==> src/rtl/maxnet_controller_if.sv <==
// Handshake bundle between the MaxNet top level/datapath and its controller.
// The controller uses the slave modport; the environment drives through master.
interface maxnet_controller_if #(
    parameter int N_PLU  = 4,
    parameter int ITER_W = 8
);
    logic              start;
    logic [N_PLU-1:0]  plu_done;
    logic              finish;
    logic              mux_sel;
    logic              we_a_reg;
    logic              we_prim;
    logic              plu_start;
    logic              busy;
    logic              done;
    logic              timeout;
    logic [ITER_W-1:0] iter_count;

    modport master (
        output start, plu_done, finish,
        input  mux_sel, we_a_reg, we_prim, plu_start,
        input  busy, done, timeout, iter_count
    );

    modport slave (
        input  start, plu_done, finish,
        output mux_sel, we_a_reg, we_prim, plu_start,
        output busy, done, timeout, iter_count
    );
endinterface

==> src/rtl/maxnet_controller.sv <==
// MaxNet control FSM: load, launch PLUs, gather done flags, commit, check.
// Moore controls decoded from state; iteration limit and PLU-wait watchdog.
module maxnet_controller #(
    parameter int N_PLU    = 4,
    parameter int MAX_ITER = 64,
    parameter int ITER_W   = 8,
    parameter int WAIT_MAX = 255
) (
    input  logic              clk,
    input  logic              rst,
    maxnet_controller_if.slave bus
);
    localparam int WCNT_W = (WAIT_MAX < 1) ? 1 : $clog2(WAIT_MAX + 1);

    localparam logic [2:0] S_IDLE   = 3'd0;
    localparam logic [2:0] S_LOAD   = 3'd1;
    localparam logic [2:0] S_START  = 3'd2;
    localparam logic [2:0] S_WAIT   = 3'd3;
    localparam logic [2:0] S_UPDATE = 3'd4;
    localparam logic [2:0] S_CHECK  = 3'd5;
    localparam logic [2:0] S_DONE   = 3'd6;

    logic [2:0]        r_state;
    logic [2:0]        w_next;
    logic [N_PLU-1:0]  r_done_seen;
    logic [WCNT_W-1:0] r_wait_cnt;
    logic [ITER_W-1:0] r_iter;
    logic              r_timeout;

    logic w_all_done;
    logic w_wait_exp;
    logic w_iter_lim;
    logic w_idle_like;

    // Done flags arriving this cycle count alongside the sticky ones
    assign w_all_done  = &(r_done_seen | bus.plu_done);
    assign w_wait_exp  = (r_wait_cnt == WCNT_W'(WAIT_MAX));
    assign w_iter_lim  = (r_iter == ITER_W'(MAX_ITER));
    assign w_idle_like = (r_state == S_IDLE) || (r_state == S_DONE);

    always_comb begin
        w_next = r_state;
        case (r_state)
            S_IDLE:   if (bus.start) w_next = S_LOAD;
            S_LOAD:   w_next = S_START;
            S_START:  w_next = S_WAIT;
            S_WAIT: begin
                if (w_all_done)      w_next = S_UPDATE;
                else if (w_wait_exp) w_next = S_DONE;
            end
            S_UPDATE: w_next = S_CHECK;
            S_CHECK: begin
                if (bus.finish || w_iter_lim) w_next = S_DONE;
                else                          w_next = S_START;
            end
            S_DONE:   if (bus.start) w_next = S_LOAD;
            default:  w_next = S_IDLE;
        endcase
    end

    always_ff @(posedge clk or posedge rst) begin
        if (rst) begin
            r_state     <= S_IDLE;
            r_done_seen <= '0;
            r_wait_cnt  <= '0;
            r_iter      <= '0;
            r_timeout   <= '0;
        end else begin
            r_state <= w_next;
            case (r_state)
                S_IDLE, S_DONE: begin
                    // Clear on the way into LOAD so a restart shows fresh status
                    if (bus.start) begin
                        r_iter    <= '0;
                        r_timeout <= 1'b0;
                    end
                end
                S_LOAD: begin
                    r_iter    <= '0;
                    r_timeout <= 1'b0;
                end
                S_START: begin
                    r_done_seen <= '0;
                    r_wait_cnt  <= '0;
                end
                S_WAIT: begin
                    r_done_seen <= r_done_seen | bus.plu_done;
                    if (!w_all_done) begin
                        if (w_wait_exp) r_timeout  <= 1'b1;
                        else            r_wait_cnt <= r_wait_cnt + 1'b1;
                    end
                end
                S_UPDATE: begin
                    if (r_iter != '1) r_iter <= r_iter + 1'b1;
                end
                S_CHECK: begin
                    if (!bus.finish && w_iter_lim) r_timeout <= 1'b1;
                end
                default: ;
            endcase
        end
    end

    assign bus.mux_sel    = (r_state == S_UPDATE);
    assign bus.we_a_reg   = (r_state == S_LOAD) || (r_state == S_UPDATE);
    assign bus.we_prim    = (r_state == S_LOAD);
    assign bus.plu_start  = (r_state == S_START);
    assign bus.busy       = !w_idle_like;
    assign bus.done       = (r_state == S_DONE);
    assign bus.timeout    = r_timeout;
    assign bus.iter_count = r_iter;
endmodule
==> src/flat_wrapper.sv <==
// flat-port wrapper written by rule: the top's interface ports become plain ports
module maxnet_controller_flat 
#(
    parameter int N_PLU    = 4,
    parameter int MAX_ITER = 64,
    parameter int ITER_W   = 8,
    parameter int WAIT_MAX = 255
)
  (clk, rst, bus_start, bus_plu_done, bus_finish, bus_mux_sel, bus_we_a_reg, bus_we_prim, bus_plu_start, bus_busy, bus_done, bus_timeout, bus_iter_count);
  maxnet_controller_if #(.N_PLU(N_PLU), .ITER_W(ITER_W)) bus_i ();
  input  logic clk;
  input  logic rst;
  input wire logic [$bits(bus_i.start)-1:0] bus_start;
  input wire logic [$bits(bus_i.plu_done)-1:0] bus_plu_done;
  input wire logic [$bits(bus_i.finish)-1:0] bus_finish;
  output wire logic [$bits(bus_i.mux_sel)-1:0] bus_mux_sel;
  output wire logic [$bits(bus_i.we_a_reg)-1:0] bus_we_a_reg;
  output wire logic [$bits(bus_i.we_prim)-1:0] bus_we_prim;
  output wire logic [$bits(bus_i.plu_start)-1:0] bus_plu_start;
  output wire logic [$bits(bus_i.busy)-1:0] bus_busy;
  output wire logic [$bits(bus_i.done)-1:0] bus_done;
  output wire logic [$bits(bus_i.timeout)-1:0] bus_timeout;
  output wire logic [$bits(bus_i.iter_count)-1:0] bus_iter_count;
  assign bus_i.start = bus_start;
  assign bus_i.plu_done = bus_plu_done;
  assign bus_i.finish = bus_finish;
  assign bus_mux_sel = bus_i.mux_sel;
  assign bus_we_a_reg = bus_i.we_a_reg;
  assign bus_we_prim = bus_i.we_prim;
  assign bus_plu_start = bus_i.plu_start;
  assign bus_busy = bus_i.busy;
  assign bus_done = bus_i.done;
  assign bus_timeout = bus_i.timeout;
  assign bus_iter_count = bus_i.iter_count;
  maxnet_controller #(.N_PLU(N_PLU), .MAX_ITER(MAX_ITER), .ITER_W(ITER_W), .WAIT_MAX(WAIT_MAX)) u_core (.clk(clk), .rst(rst), .bus(bus_i));
endmodule
==> config.mk <==
export PLATFORM = sky130hd
export DESIGN_NAME = maxnet_controller_flat
export DESIGN_NICKNAME = d
export VERILOG_FILES = /design/src/rtl/maxnet_controller_if.sv /design/src/rtl/maxnet_controller.sv /design/src/flat_wrapper.sv
export SDC_FILE = /design/constraint.sdc
export NUM_CORES = 1
export LEC_CHECK = 0
export BUFFER_PORTS_ARGS = -buffer_cell sky130_fd_sc_hd__buf_2
export CAP_MARGIN = 30
export CELL_PAD_IN_SITES_DETAIL_PLACEMENT = 1
export CELL_PAD_IN_SITES_GLOBAL_PLACEMENT = 2
export CORE_ASPECT_RATIO = 0.75
export CORE_MARGIN = 2
export CORE_UTILIZATION = 34
export CTS_CLUSTER_SIZE = 25
export DETAILED_ROUTE_END_ITERATION = 10
export GPL_ROUTABILITY_DRIVEN = 0
export HOLD_SLACK_MARGIN = 0.02
export PLACE_DENSITY_LB_ADDON = 0.1
export RECOVER_POWER = 50
export SLEW_MARGIN = 5
export SYNTH_ARGS = -nofsm -noshare
export SYNTH_HDL_FRONTEND = slang
export SYNTH_SLANG_ARGS = --single-unit
export TNS_END_PERCENT = 30
==> constraint.sdc <==
create_clock -name clk -period 1.8 [get_ports clk]
set_clock_uncertainty 0.1 [all_clocks]
set_input_delay 0.18 -clock clk [delete_from_list [all_inputs] [get_ports clk]]
set_output_delay 0.18 -clock clk [all_outputs]
set_load 0.01 [all_outputs]
==> impl_metrics.json <==
{
  "cts_htree_levels": 1,
  "synth_top_area_share": 0.416,
  "crit_path_start": "u_core.r_state[0]",
  "yosys_warnings": 0,
  "setup_viol": 0,
  "pwr-share-comb": 0.477,
  "grt_overflow": 0,
  "cts_sinks": 24,
  "max-cap-violations": 0,
  "antenna_cells": 0,
  "utilization": 0.451,
  "rows": 20,
  "synth_compound_area_frac": 0.228,
  "core_mm2": 0.00405,
  "grt_first_pass_wirelength_mm": 7.25,
  "grtUsageTotal": 0.199,
  "dpl_cell_area_mm2": 0.00170,
  "crit_type": "reg -> out",
  "status": "complete, no violations",
  "die_height_um": 60.4,
  "cp-start-kind": "register",
  "port_buffers": 22,
  "die_x_um": 79.2,
  "power_mw": 2.73,
  "netSwitchingFraction": 0.416,
  "cellLeakagePower_nw": 0.835,
  "slew_viol_final": 0,
  "drc_errors": 0,
  "synthMuxAreaShare": 0.0208,
  "fin_crit_ns": 1.80,
  "die_area_mm2": 0.00479,
  "switchingPower_mw": 1.13,
  "nNetsFinal": 212,
  "ant_nets": 0,
  "synth_fa_ha_area_frac": 0.0260,
  "clockBufferDepth": 2,
  "layout-drive-gt1-share": 0.320,
  "path_max_fanout": 11,
  "finalCritPeriodShare": 0.999,
  "fin_setup_tns_ns": 0,
  "avgSynthCellArea_um2": 8.96,
  "syn_nets": 172,
  "dr.pass1.iters": 4,
  "ys_ff_latch": 24,
  "grt_pass1_vias": 1417,
  "drt-initial-drc-count": 86,
  "synthCells": 161,
  "place_hpwl_mm": 3.42,
  "grt_antenna_before_repair": 0,
  "worstMarginPinSlew_ns": 0.609,
  "cts_tree": "yes",
  "r2r_start": "u_core.bus.iter_count[4]",
  "synth_top_cell_by_area": "dfrtp_1",
  "synthTopCellsByArea": "dfrtp_1 (42%), nand2_1 (4.4%), nor2_1 (3.9%)",
  "rr_worst_depth": 4,
  "start_util": 0.356,
  "ios": 23,
  "seq_power_share": 0.347,
  "whs_ns": 0.0710,
  "syn_to_final_growth_pct": 26.6,
  "vdd_ir_drop_max_v": 0.000761,
  "synth_top_family_by_area": "simple AND/OR/NAND/NOR gates",
  "hp-class": "in -> reg",
  "synth-simple-area-share": 0.243,
  "grt_setup_unrepaired": "true",
  "clk_pin_slew_ns": 0.09,
  "hold_start": "bus_plu_done[0]",
  "synth_area_mm2": 0.00144,
  "grt_max_degree": 25,
  "layout_common_cells": "buf_2 (19), dfrtp_1 (19), buf_4 (18)",
  "fmax_ghz": 0.556,
  "synthFlopType": "dfrtp_1",
  "cts_made_buffers": 3,
  "cp.required_ns": 1.52,
  "internal_power_mw": 1.59,
  "stdcell_area_mm2": 0.00183,
  "hold_viol_final": 0,
  "max_slew_margin": 0.594,
  "async_reset_ff_frac": 1.00,
  "synth-edff-count": 0,
  "vias": 1402,
  "via_per_inst": 5.50,
  "end_kind": "output port",
  "powerDensity_mw_per_mm2": 1490,
  "synth-seq-area-share": 0.416,
  "clock_latency_ns": 0.27,
  "pwr-share-clk": 0.177,
  "routedWlPerCell_um": 17.0,
  "arrival_ns": 1.52,
  "synth_cell_types": 50,
  "wl_mm": 4.32,
  "synth_xor_area_frac": 0,
  "root_buffer": "clkbuf_8",
  "min_path_cells": 3
}
==> stage by stage <==
step | std cells | worst slack (ns)
floorplan | 161 | 0.140
global placement | 248 | 0.0663
detailed placement | 248 | 0.0208
CTS | 253 | 0.0113
global route | 255 | -0.0781
finish | 255 | 0.00227
==> power groups by stage <==
stage | Clock, mW | Sequential, mW | Combinational [mW]
final | 0.482 | 0.945 | 1.30
after global placement | 0 | 0.911 | 1.20
after global routing | 0.521 | 0.972 | 1.46
after detailed placement | 0 | 0.935 | 1.24
after floorplan | 0 | 0.869 | 0.785
after CTS | 0.487 | 0.933 | 1.26
==> path summary, 6_finish.rpt <==
check | slack (ns) | endpoint
min in group asynchronous | 0.50 | u_core.bus.iter_count[1]
max reg2reg | 0.05 | u_core.bus.iter_count[0]
min | 0.07 | u_core.r_done_seen[0]
max in group asynchronous | 0.66 | u_core.r_state[1]
min reg2reg | 0.42 | u_core.r_wait_cnt[7]
max | 0.002 | bus_mux_sel
==> worst max-delay path, stage by stage, from the launching register on <==
cell and delay (ns):
dfrtp_2 0.49, or3b_4 0.48, inv_2 0.13, buf_2 0.14
==> registers in the layout, summed over array words and instances, names as in the netlist <==
name                   flops
u_core.bus.iter_count      8
u_core.r_wait_cnt          8
u_core.r_done_seen         4
u_core.bus.timeout         1
u_core.r_state             3
==> layer usage <==
metal / vias up / part of all wire / track usage
met2: 25 / 0.42 / 0.294
li1: 675 / - / -
met3: 2 / 0.037 / 0.0357
met5: - / 0 / 0
met1: 700 / 0.54 / 0.305
met4: 0 / 0.0035 / 0.0468
==> cell usage after synthesis, drive strengths merged, types with 2 or more instances <==
library cell  count
mux2i             3
buf               4
clkbuf            3
inv              11
o211ai            2
a21o              2
a21oi            11
dfrtp            24
o22ai             3
o21ai            10
or3               2
nor2             15
or4               3
ha                3
nand3             9
nand4             4
o21a              2
and3              2
o311ai            2
nand2            17
nor3              2
a31oi             3
nor2b             2
==> final cells by class <==
cell class | instances | area [µm²]
multi-input combinational | 119 | 782
tap | 55 | 68.8
clock buffer | 3 | 41.3
clock inverter | 1 | 30.0
fill | 502 | 2230
sequential | 24 | 607
timing repair buffer | 42 | 256
inverter | 11 | 41.3
==> kinds of logic (layout without fill, tap and decap cells) <==
family	count (synthesis)	in the layout
AO/OA/AOI/OAI	48	48
adder cells (fa/ha/maj)	3	3
AND/OR/NAND/NOR	65	65
multiplexers	3	3
flip-flops	24	24
buffers and inverters	18	57
==> timing repair <==
action / in CTS / in global routing
gates resized for setup: 7 / 10
hold endpoints to repair: 24 / 0
setup endpoints to repair: 3 / 14
setup buffers: 0 / 2
pin swaps: 0 / 1
hold buffers: 1 / 0
No activity file was read; power rests on OpenSTA's default activity.
